**config.mk**
```make
export PLATFORM = sky130hd
export DESIGN_NAME = ex_divider
export DESIGN_NICKNAME = d
export VERILOG_FILES = /design/src/rtl/ex_divider.sv
export SDC_FILE = /design/constraint.sdc
export NUM_CORES = 1
export LEC_CHECK = 0
export ABC_CLOCK_PERIOD_IN_PS = 5100
export BUFFER_PORTS_ARGS = -buffer_cell sky130_fd_sc_hd__buf_2
export CAP_MARGIN = 10
export CORE_MARGIN = 2
export CORE_UTILIZATION = 55
export DETAILED_ROUTE_END_ITERATION = 8
export PLACE_DENSITY_LB_ADDON = 0.2
export SYNTH_ARGS = -nofsm -noshare
export SYNTH_HDL_FRONTEND = slang
export SYNTH_SLANG_ARGS = --single-unit
export TNS_END_PERCENT = 20
```
**constraint.sdc**
```tcl
create_clock -name clk -period 5.1 [get_ports clk]
set_clock_uncertainty 0.15 [all_clocks]
set_input_delay 0.765 -clock clk [delete_from_list [all_inputs] [get_ports clk]]
set_output_delay 0.765 -clock clk [all_outputs]
set_load 0.005 [all_outputs]
```
**src/rtl/ex_divider.sv**
```systemverilog
`default_nettype none
// ============================================================================
// Module   : ex_divider
// Purpose  : Iterative RV32M DIV/DIVU/REM/REMU unit for the EX stage.
//            It uses one restoring radix-2 step per cycle, and stalls the
//            pipeline through busy.
// Revision : 1.0
// ============================================================================
module ex_divider #(
    parameter int WIDTH = 32
) (
    input  logic             clk,
    input  logic             rst,
    input  logic             start,
    input  logic [2:0]       funct3,
    input  logic             advance,
    input  logic [WIDTH-1:0] a,
    input  logic [WIDTH-1:0] b,
    output logic             busy,
    output logic             done,
    output logic [WIDTH-1:0] result
);

    localparam int CW = $clog2(WIDTH + 1);

    typedef enum logic [1:0] {
        S_IDLE = 2'd0,
        S_CALC = 2'd1,
        S_DONE = 2'd2
    } state_t;

    state_t           state_q, state_d;
    logic [CW-1:0]    cnt_q, cnt_d;
    logic [WIDTH-1:0] rem_q, rem_d;
    logic [WIDTH-1:0] quo_q, quo_d;
    logic [WIDTH-1:0] div_q, div_d;
    logic [WIDTH-1:0] result_q, result_d;
    logic             qneg_q, qneg_d;
    logic             rneg_q, rneg_d;
    logic             sel_rem_q, sel_rem_d;

    // Codes with funct3[2]=0 are not divides and fall through as DIVU.
    logic             w_signed, w_is_rem, w_a_neg, w_b_neg, w_b_zero, w_ovf;
    logic [WIDTH-1:0] w_abs_a, w_abs_b;
    logic [WIDTH:0]   w_shift;
    logic             w_fits;
    logic [WIDTH-1:0] w_diff, w_rem_step, w_quo_step, w_rem_fix, w_quo_fix;

    assign w_signed = funct3[2] & ~funct3[0];
    assign w_is_rem = funct3[2] & funct3[1];
    assign w_a_neg  = w_signed & a[WIDTH-1];
    assign w_b_neg  = w_signed & b[WIDTH-1];
    assign w_abs_a  = w_a_neg ? -a : a;
    assign w_abs_b  = w_b_neg ? -b : b;
    assign w_b_zero = (b == '0);
    assign w_ovf    = w_signed && (a == {1'b1, {(WIDTH-1){1'b0}}}) && (b == '1);

    // The shifted partial remainder needs one extra bit; after a restoring step
    // the kept value is always below the divisor, so WIDTH bits suffice to store it.
    assign w_shift    = {rem_q, quo_q[WIDTH-1]};
    assign w_fits     = (w_shift >= {1'b0, div_q});
    assign w_diff     = w_shift[WIDTH-1:0] - div_q;
    assign w_rem_step = w_fits ? w_diff : w_shift[WIDTH-1:0];
    assign w_quo_step = {quo_q[WIDTH-2:0], w_fits};
    assign w_quo_fix  = qneg_q ? -w_quo_step : w_quo_step;
    assign w_rem_fix  = rneg_q ? -w_rem_step : w_rem_step;

    always_comb begin
        state_d   = state_q;
        cnt_d     = cnt_q;
        rem_d     = rem_q;
        quo_d     = quo_q;
        div_d     = div_q;
        result_d  = result_q;
        qneg_d    = qneg_q;
        rneg_d    = rneg_q;
        sel_rem_d = sel_rem_q;
        busy      = 1'b0;
        case (state_q)
            S_IDLE: begin
                if (start) begin
                    busy      = 1'b1;
                    sel_rem_d = w_is_rem;
                    qneg_d    = w_a_neg ^ w_b_neg;
                    rneg_d    = w_a_neg;
                    if (w_b_zero) begin
                        result_d = w_is_rem ? a : '1;
                        state_d  = S_DONE;
                    end else if (w_ovf) begin
                        // a is the most negative value here, which is the DIV answer.
                        result_d = w_is_rem ? '0 : a;
                        state_d  = S_DONE;
                    end else begin
                        rem_d   = '0;
                        quo_d   = w_abs_a;
                        div_d   = w_abs_b;
                        cnt_d   = CW'(WIDTH);
                        state_d = S_CALC;
                    end
                end
            end
            S_CALC: begin
                busy  = 1'b1;
                rem_d = w_rem_step;
                quo_d = w_quo_step;
                cnt_d = cnt_q - CW'(1);
                if (cnt_q == CW'(1)) begin
                    result_d = sel_rem_q ? w_rem_fix : w_quo_fix;
                    state_d  = S_DONE;
                end
            end
            S_DONE: begin
                if (advance) begin
                    state_d = S_IDLE;
                end
            end
            default: state_d = S_IDLE;
        endcase
    end

    always_ff @(posedge clk) begin
        if (rst) begin
            state_q   <= S_IDLE;
            cnt_q     <= '0;
            rem_q     <= '0;
            quo_q     <= '0;
            div_q     <= '0;
            result_q  <= '0;
            qneg_q    <= 1'b0;
            rneg_q    <= 1'b0;
            sel_rem_q <= 1'b0;
        end else begin
            state_q   <= state_d;
            cnt_q     <= cnt_d;
            rem_q     <= rem_d;
            quo_q     <= quo_d;
            div_q     <= div_d;
            result_q  <= result_d;
            qneg_q    <= qneg_d;
            rneg_q    <= rneg_d;
            sel_rem_q <= sel_rem_d;
        end
    end

    assign done   = (state_q == S_DONE);
    assign result = result_q;

endmodule
`default_nettype wire

```
==> results.py, run 1 <==
metrics = {
    "status": {
        "status": "finished clean",
    },
    "die": {
        "die_w_um": 149,
        "die_h_um": 149,
        "io-pin-count": 105,
        "dieArea_sq_um": 22100,
        "initial_core_util_pct": 56.4,
        "core-area_sq_um": 20400,
        "rows": 52,
    },
    "power": {
        "power_density_nw_per_um2": 359,
        "power.total_w": 0.00454,
        "peakVddDrop_uv": 286,
        "p_leak_nw": 4.78,
    },
    "routing": {
        "detail_route.first_pass.iterations": 7,
        "drt_iter0_drc": 1147,
        "drt-vias-per-instance": 6.38,
        "drtAntennaViolNets": 0,
        "avgRoutedWirePerCell_um": 19.5,
        "drc_errors": 0,
        "via_count": 12100,
        "routed_wl_mm": 36.9,
    },
    "global_routing": {
        "grt_pass1_wl_mm": 58.7,
        "grt_pass1_vias": 10900,
        "gr-total-overflow": 0,
        "track_usage_pct": 33.3,
        "antenna_found_initial": 0,
        "grt_max_degree": 80,
    },
    "sta": {
        "setup_ws_ns": 0.195,
        "drv_slew": 0,
        "post-route-min-period_ns": 4.91,
        "min_period_over_period_pct": 96.2,
        "setup_viol": 0,
        "fmax_mhz": 204,
        "fin_setup_tns_ns": 0,
        "hold_violations": 0,
        "worst_slew_pin_slew_ns": 0.897,
        "timing.slew.headroom_pct": 40.2,
        "rsz0062_at_grt": "false",
    },
    "synth": {
        "syn_nets": 1684,
        "synth_cell_types": 90,
        "synth_edf_count": 0,
        "syn_inst": 1573,
        "synth-main-ff-cell": "dfxtp_1",
        "seq_area_frac_synth_pct": 24.2,
        "syn-cell-area_sq_um": 11500,
        "synth_warnings": 0,
        "syn_area_per_cell_sq_um": 7.31,
        "async_reset_ff_share_pct": 0,
        "ys_ff_latch": 139,
    },
    "worst_hold_path": {
        "worstHoldPathType": "flip-flop to flip-flop",
        "hold_path_depth": 2,
    },
    "placed_design": {
        "port_buffers": 104,
        "dp_hpwl_mm": 27.3,
        "dpl_worst_slack_ns": 0.272,
        "gp_congestion": 0.974,
    },
    "layout": {
        "n_antenna_cell": 0,
        "area_growth_pct": 10.0,
        "nNetsFinal": 1719,
        "drive_gt1_share_pct": 12.3,
    },
    "setup_path": {
        "cp_cell_sequence": "ha_1 > inv_1 > fa_1 > a21o_1 > a221oi_2 > o21ai_0 > a21o_1 > and2_0 > o311ai_0 > buf_4 > nor3b_1 > a22oi_1 > o41ai_2 > xor2_1 > nand2_1 > a32o_1",
        "max_stage_delay_ns": 0.59,
        "path_max_fanout": 5,
        "path_common_cell": "a21o_1",
        "arrival_ns": 5.09,
        "path_class": "flip-flop to flip-flop",
        "cp_num_buf_inv": 2,
        "start_kind": "flip-flop",
        "critical_path.top_delay_family": "compound AO/OA/AOI/OAI gates",
        "slowest_stage": "o311ai_0",
        "end_kind": "flip-flop",
        "cp_data_required_time_ns": 5.28,
        "cp.depth": 16,
        "rr_worst_depth": 16,
    },
    "clocking": {
        "clk_pin_slew_worst_paths_ns": 0.07,
        "worstSkewPairLatency_ns": 0.45,
        "cts-root-buf": "clkbuf_16",
        "cts_max_level": 4,
        "clock-sinks": 139,
        "post_cts_buffers": 0,
        "ctsLongestPathBuffers": 2,
        "numCtsBuffers": 17,
        "tritoncts": "built",
    },
    "run": {
        "cap_violations": 0,
    },
}
worst min-delay path: stages, from the launching register on:
cell,delay (ns)
dfxtp_1,0.31
nand2b_1,0.06
a21oi_1,0.05
cell usage after synthesis (24+ instances only):
cell type / number / area, sq um
inv_1: 51 / 191
a21oi_1: 134 / 671
nor2_1: 199 / 747
o211ai_1: 32 / 240
dfxtp_1: 139 / 2780
a211oi_1: 55 / 413
o21ai_0: 101 / 505
a31oi_1: 33 / 206
xor2_1: 66 / 578
nand3_1: 34 / 170
nand2_1: 154 / 578
ha_1: 39 / 488
or3_1: 24 / 150
clkbuf_1: 80 / 300
nor3_1: 29 / 145
o31ai_1: 29 / 218
xnor2_1: 71 / 622
through the flow:
step	cell area (sq um)	cells	hold slack [ns]	util (%)
2_1_floorplan	11500	1573	0.296	-
3_3_place_gp	12100	1859	0.308	59.2
3_5_place_dp	12100	1859	0.316	59.2
4_1_cts	12600	1891	0.328	62.1
5_1_grt	12600	1891	0.347	62.1
6_report	12600	1891	0.325	62.1
cells in the final DEF (no fill, tap or decap), types with 7 or more instances in the layout:
master	instances
a211oi_1	55
a21o_1	9
a21oi_1	133
a311oi_1	13
a31oi_1	33
and2_1	11
and3_1	11
buf_2	103
buf_4	23
clkbuf_16	17
dfxtp_1	139
ha_1	38
inv_1	51
mux2i_1	20
nand2_1	154
nand2b_1	9
nand3_1	34
nand4_1	18
nor2_1	199
nor2b_1	7
nor3_1	29
nor4_1	16
o211ai_1	32
o21ai_0	100
o31ai_1	29
o41ai_1	12
or3_1	24
or4_1	9
xnor2_1	71
xor2_1	66
repair_timing:
| action | CTS | global route |
|---|---|---|
| gates resized for setup | 0 | 3 |
| setup endpoints to repair | 0 | 5 |
| hold buffers | 0 | 0 |
where the power goes:
group / switching, W / internal (W) / total, W / leakage [nW]
Combinational: 0.00129 / 0.000740 / 0.00203 / 3.38
Sequential: 0.0000934 / 0.00117 / 0.00126 / 1.14
Clock: 0.000556 / 0.000695 / 0.00125 / 0.269
kinds of logic (layout without fill, tap and decap cells):
logic type	count (synthesis)	count (layout)	share of synthesized area, %
adders and majority gates	40	40	4.42
buffers and inverters	162	210	5.90
and+or+nand+nor	578	578	24.5
AOI/OAI and AO/OA	494	494	28.5
xor gates and xnor gates	137	137	10.4
DFF	139	139	24.2
muxes	23	23	2.04
area by class of cell:
class,instances,area (sq um)
inverter,52,195
timing repair buffer,126,688
clock buffer,19,443
sequential,139,2780
multi-input combinational,1272,8070
clock inverter,13,133
tap,270,338
fill,1884,7720
state kept, by name, summed over array words and instances (netlist names):
signal / count
div_q: 32
quo_q: 32
rem_q: 32
result: 32
cnt_q: 6
state_q: 2
qneg_q: 1
rneg_q: 1
sel_rem_q: 1
final timing paths:
path                  from    endpoint  slack, ns
hold / removal      qneg_q      qneg_q       0.32
setup reg to reg  div_q[0]  result[28]       0.19
hold reg to reg     qneg_q      qneg_q       0.32
setup / recovery  div_q[0]  result[28]       0.19
per-layer routing:
| metal | up-vias | track usage, % | part of all wire, % |
|---|---|---|---|
| met3 | 84 | 6.32 | 8.5 |
| li1 | 5809 | - | - |
| met1 | 5626 | 46.4 | 44 |
| met2 | 538 | 51.8 | 44 |
| met4 | 0 | 11.6 | 3.1 |
| met5 | - | 0 | 0 |
(Power assumes the default switching activity.)
==> run 2: changes to the inputs <==
--- a/config.mk
+++ b/config.mk
@@ -5,11 +5,11 @@
 export SDC_FILE = /design/constraint.sdc
 export NUM_CORES = 1
 export LEC_CHECK = 0
-export ABC_CLOCK_PERIOD_IN_PS = 5100
+export ABC_CLOCK_PERIOD_IN_PS = 4600
 export BUFFER_PORTS_ARGS = -buffer_cell sky130_fd_sc_hd__buf_2
 export CAP_MARGIN = 10
 export CORE_MARGIN = 2
-export CORE_UTILIZATION = 55
+export CORE_UTILIZATION = 61
 export DETAILED_ROUTE_END_ITERATION = 8
 export PLACE_DENSITY_LB_ADDON = 0.2
 export SYNTH_ARGS = -nofsm -noshare
==> constraint.sdc (replaced) <==
create_clock -name clk -period 4.6 [get_ports clk]
set_clock_uncertainty 0.15 [all_clocks]
set_input_delay 0.69 -clock clk [delete_from_list [all_inputs] [get_ports clk]]
set_output_delay 0.69 -clock clk [all_outputs]
set_load 0.005 [all_outputs]
==> results.py, run 2 (synthesis results as in run 1) <==
metrics = {
    "sta": {
        "drv_slew": 0,
        "min_period_over_period_pct": 96.2,
        "setup_ws_ns": 0.176,
        "setup_viol": 0,
        "hold_violations": 0,
        "fmax_mhz": 226,
        "post-route-min-period_ns": 4.42,
        "worst_slew_pin_slew_ns": 0.897,
        "timing.slew.headroom_pct": 40.2,
    },
    "setup_path": {
        "regToRegStartpoint": "rem_q[3]",
        "path_class": "flip-flop to flip-flop",
        "cp_data_required_time_ns": 4.78,
        "arrival_ns": 4.60,
        "start_kind": "flip-flop",
        "startpoint": "rem_q[3]",
        "timing.rr.end": "result[28]",
        "path_max_fanout": 5,
        "r2r_slack_ns": 0.18,
        "end_kind": "flip-flop",
        "rr_worst_depth": 17,
    },
    "clocking": {
        "cts-root-buf": "clkbuf_16",
        "cts_max_level": 4,
        "ctsLongestPathBuffers": 2,
        "numCtsBuffers": 17,
        "worstSkewPairLatency_ns": 0.43,
        "clock-sinks": 139,
        "clk_pin_slew_worst_paths_ns": 0.06,
        "tritoncts": "built",
        "postCtsHoldBufs": 0,
    },
    "power": {
        "combPwrFrac_pct": 47.2,
        "switching_share_pct": 41.9,
        "power.total_w": 0.00529,
        "peakVddDrop_uv": 320,
        "p_leak_nw": 5.05,
        "seqPwrFrac_pct": 26.4,
        "power.net_switching_w": 0.00222,
        "pwr-share-clk_pct": 26.4,
        "power_density_nw_per_um2": 405,
        "internal_power_w": 0.00307,
    },
    "routing": {
        "avgRoutedWirePerCell_um": 20.4,
        "drt_iter0_drc": 1532,
        "drc_errors": 0,
        "drtAntennaViolNets": 0,
        "drt-vias-per-instance": 6.64,
        "routed_wl_mm": 38.7,
        "via_count": 12600,
        "detail_route.first_pass.iterations": 6,
    },
    "placed_design": {
        "dp_hpwl_mm": 28.5,
        "port_buffers": 104,
        "dpl_worst_slack_ns": 0.0485,
        "place_area_sq_um": 12400,
        "placedCellCount": 1867,
        "gp_congestion": 1.02,
    },
    "run": {
        "cap_violations": 0,
    },
    "layout": {
        "area_growth_pct": 13.6,
        "final_cell_count_no_fill": 1903,
        "fin_util_pct": 70.3,
        "drive_gt1_share_pct": 15.3,
        "final_cell_mix": "nor2_1 (199), nand2_1 (154), dfxtp_1 (138), a21oi_1 (132), buf_2 (103)",
        "n_antenna_cell": 0,
        "n_fill_cell": 1603,
        "final_common_cell": "nor2_1",
        "nNetsFinal": 1768,
        "fin_area_sq_um": 13100,
    },
    "die": {
        "initial_core_util_pct": 61.9,
        "io-pin-count": 105,
        "die_h_um": 141,
        "rows": 50,
        "dieArea_sq_um": 20000,
        "die_w_um": 141,
        "core-area_sq_um": 18600,
    },
    "global_routing": {
        "grt_pass1_vias": 11400,
        "track_usage_pct": 38.1,
        "grt_max_degree": 127,
        "gr-total-overflow": 0,
        "antenna_found_initial": 0,
        "grt_pass1_wl_mm": 60.9,
    },
    "worst_hold_path": {
        "worstHoldStart": "result[4]",
        "worstHoldPathType": "flip-flop to flip-flop",
        "hold_path_end": "result[4]",
        "hold_path_depth": 2,
    },
    "status": {
        "status": "finished clean",
    },
}
run 2: cell types whose count changed in the layout (fill, tap and decap cells not counted), moves of 2 or more:
cell,before,now
clkinv_2,0,3
clkinvlp_4,4,2
buf_4,23,67
o311ai_0,4,2
buf_12,0,5
o311ai_1,0,2
run 2: repair_timing:
item / 4_1_cts / 5_1_grt
resized for setup: 0 / 10
endpoints found under the setup margin: 0 / 10
hold endpoints to repair: 0 / 0
buffers inserted: 0 / 5
run 2: cell type report:
| cell class | count | area [sq um] | area share, % |
|---|---|---|---|
| Sequential cell | 139 | 2780 | 21.3 |
| Clock buffer | 18 | 429 | 3.29 |
| Multi-Input combinational cell | 1272 | 8100 | 62.0 |
| Tap cell | 234 | 293 | 2.24 |
| Timing Repair Buffer | 175 | 1120 | 8.57 |
| Inverter | 52 | 195 | 1.49 |
| Clock inverter | 13 | 143 | 1.09 |
run 2: worst max path at each step:
stage	end	slack [ns]	cells after the start
after floorplan	result[28]	0.02	21
after global placement	result[30]	0.14	15
after detailed placement	result[31]	0.05	15
after CTS	result[28]	0.09	17
after global routing	result[28]	-0.006	17
final	result[28]	0.18	17
run 2: worst max-delay path, stage by stage (launching register included):
cell and delay, ns:
dfxtp_1 0.35, ha_1 0.41, buf_4 0.18, a31oi_4 0.07
a211o_1 0.39, a2111oi_4 0.34, or2_4 0.24, mux2i_2 0.27
ha_2 0.27, and4_1 0.20, a41oi_1 0.19, nor3b_2 0.21
buf_4 0.16, nand3_2 0.11, o41ai_2 0.25, xor2_1 0.18
nand2_1 0.08, a32o_1 0.26
run 2: metal layers:
| layer | vias to the layer above | track usage (%) | routed length, um |
|---|---|---|---|
| met4 | 0 | 12.4 | 1100 |
| met5 | - | 0 | 0 |
| met2 | 763 | 59.3 | 17000 |
| li1 | 5906 | - | - |
| met1 | 5887 | 53.7 | 16500 |
| met3 | 86 | 6.58 | 4120 |
run 2: power groups by stage:
stage | combinational, W | clock [W] | sequential (W)
after floorplan | 0.00166 | 0 | 0.00139
after global placement | 0.00230 | 0 | 0.00141
after detailed placement | 0.00233 | 0 | 0.00142
after CTS | 0.00235 | 0.00139 | 0.00139
after global routing | 0.00269 | 0.00144 | 0.00141
final | 0.00250 | 0.00139 | 0.00140
run 2: stage by stage:
step	hold slack [ns]	TNS, ns
final	0.301	0
after global routing	0.319	-0.00595
after CTS	0.303	0
after detailed placement	0.295	0
after global placement	0.293	0
after floorplan	0.296	0
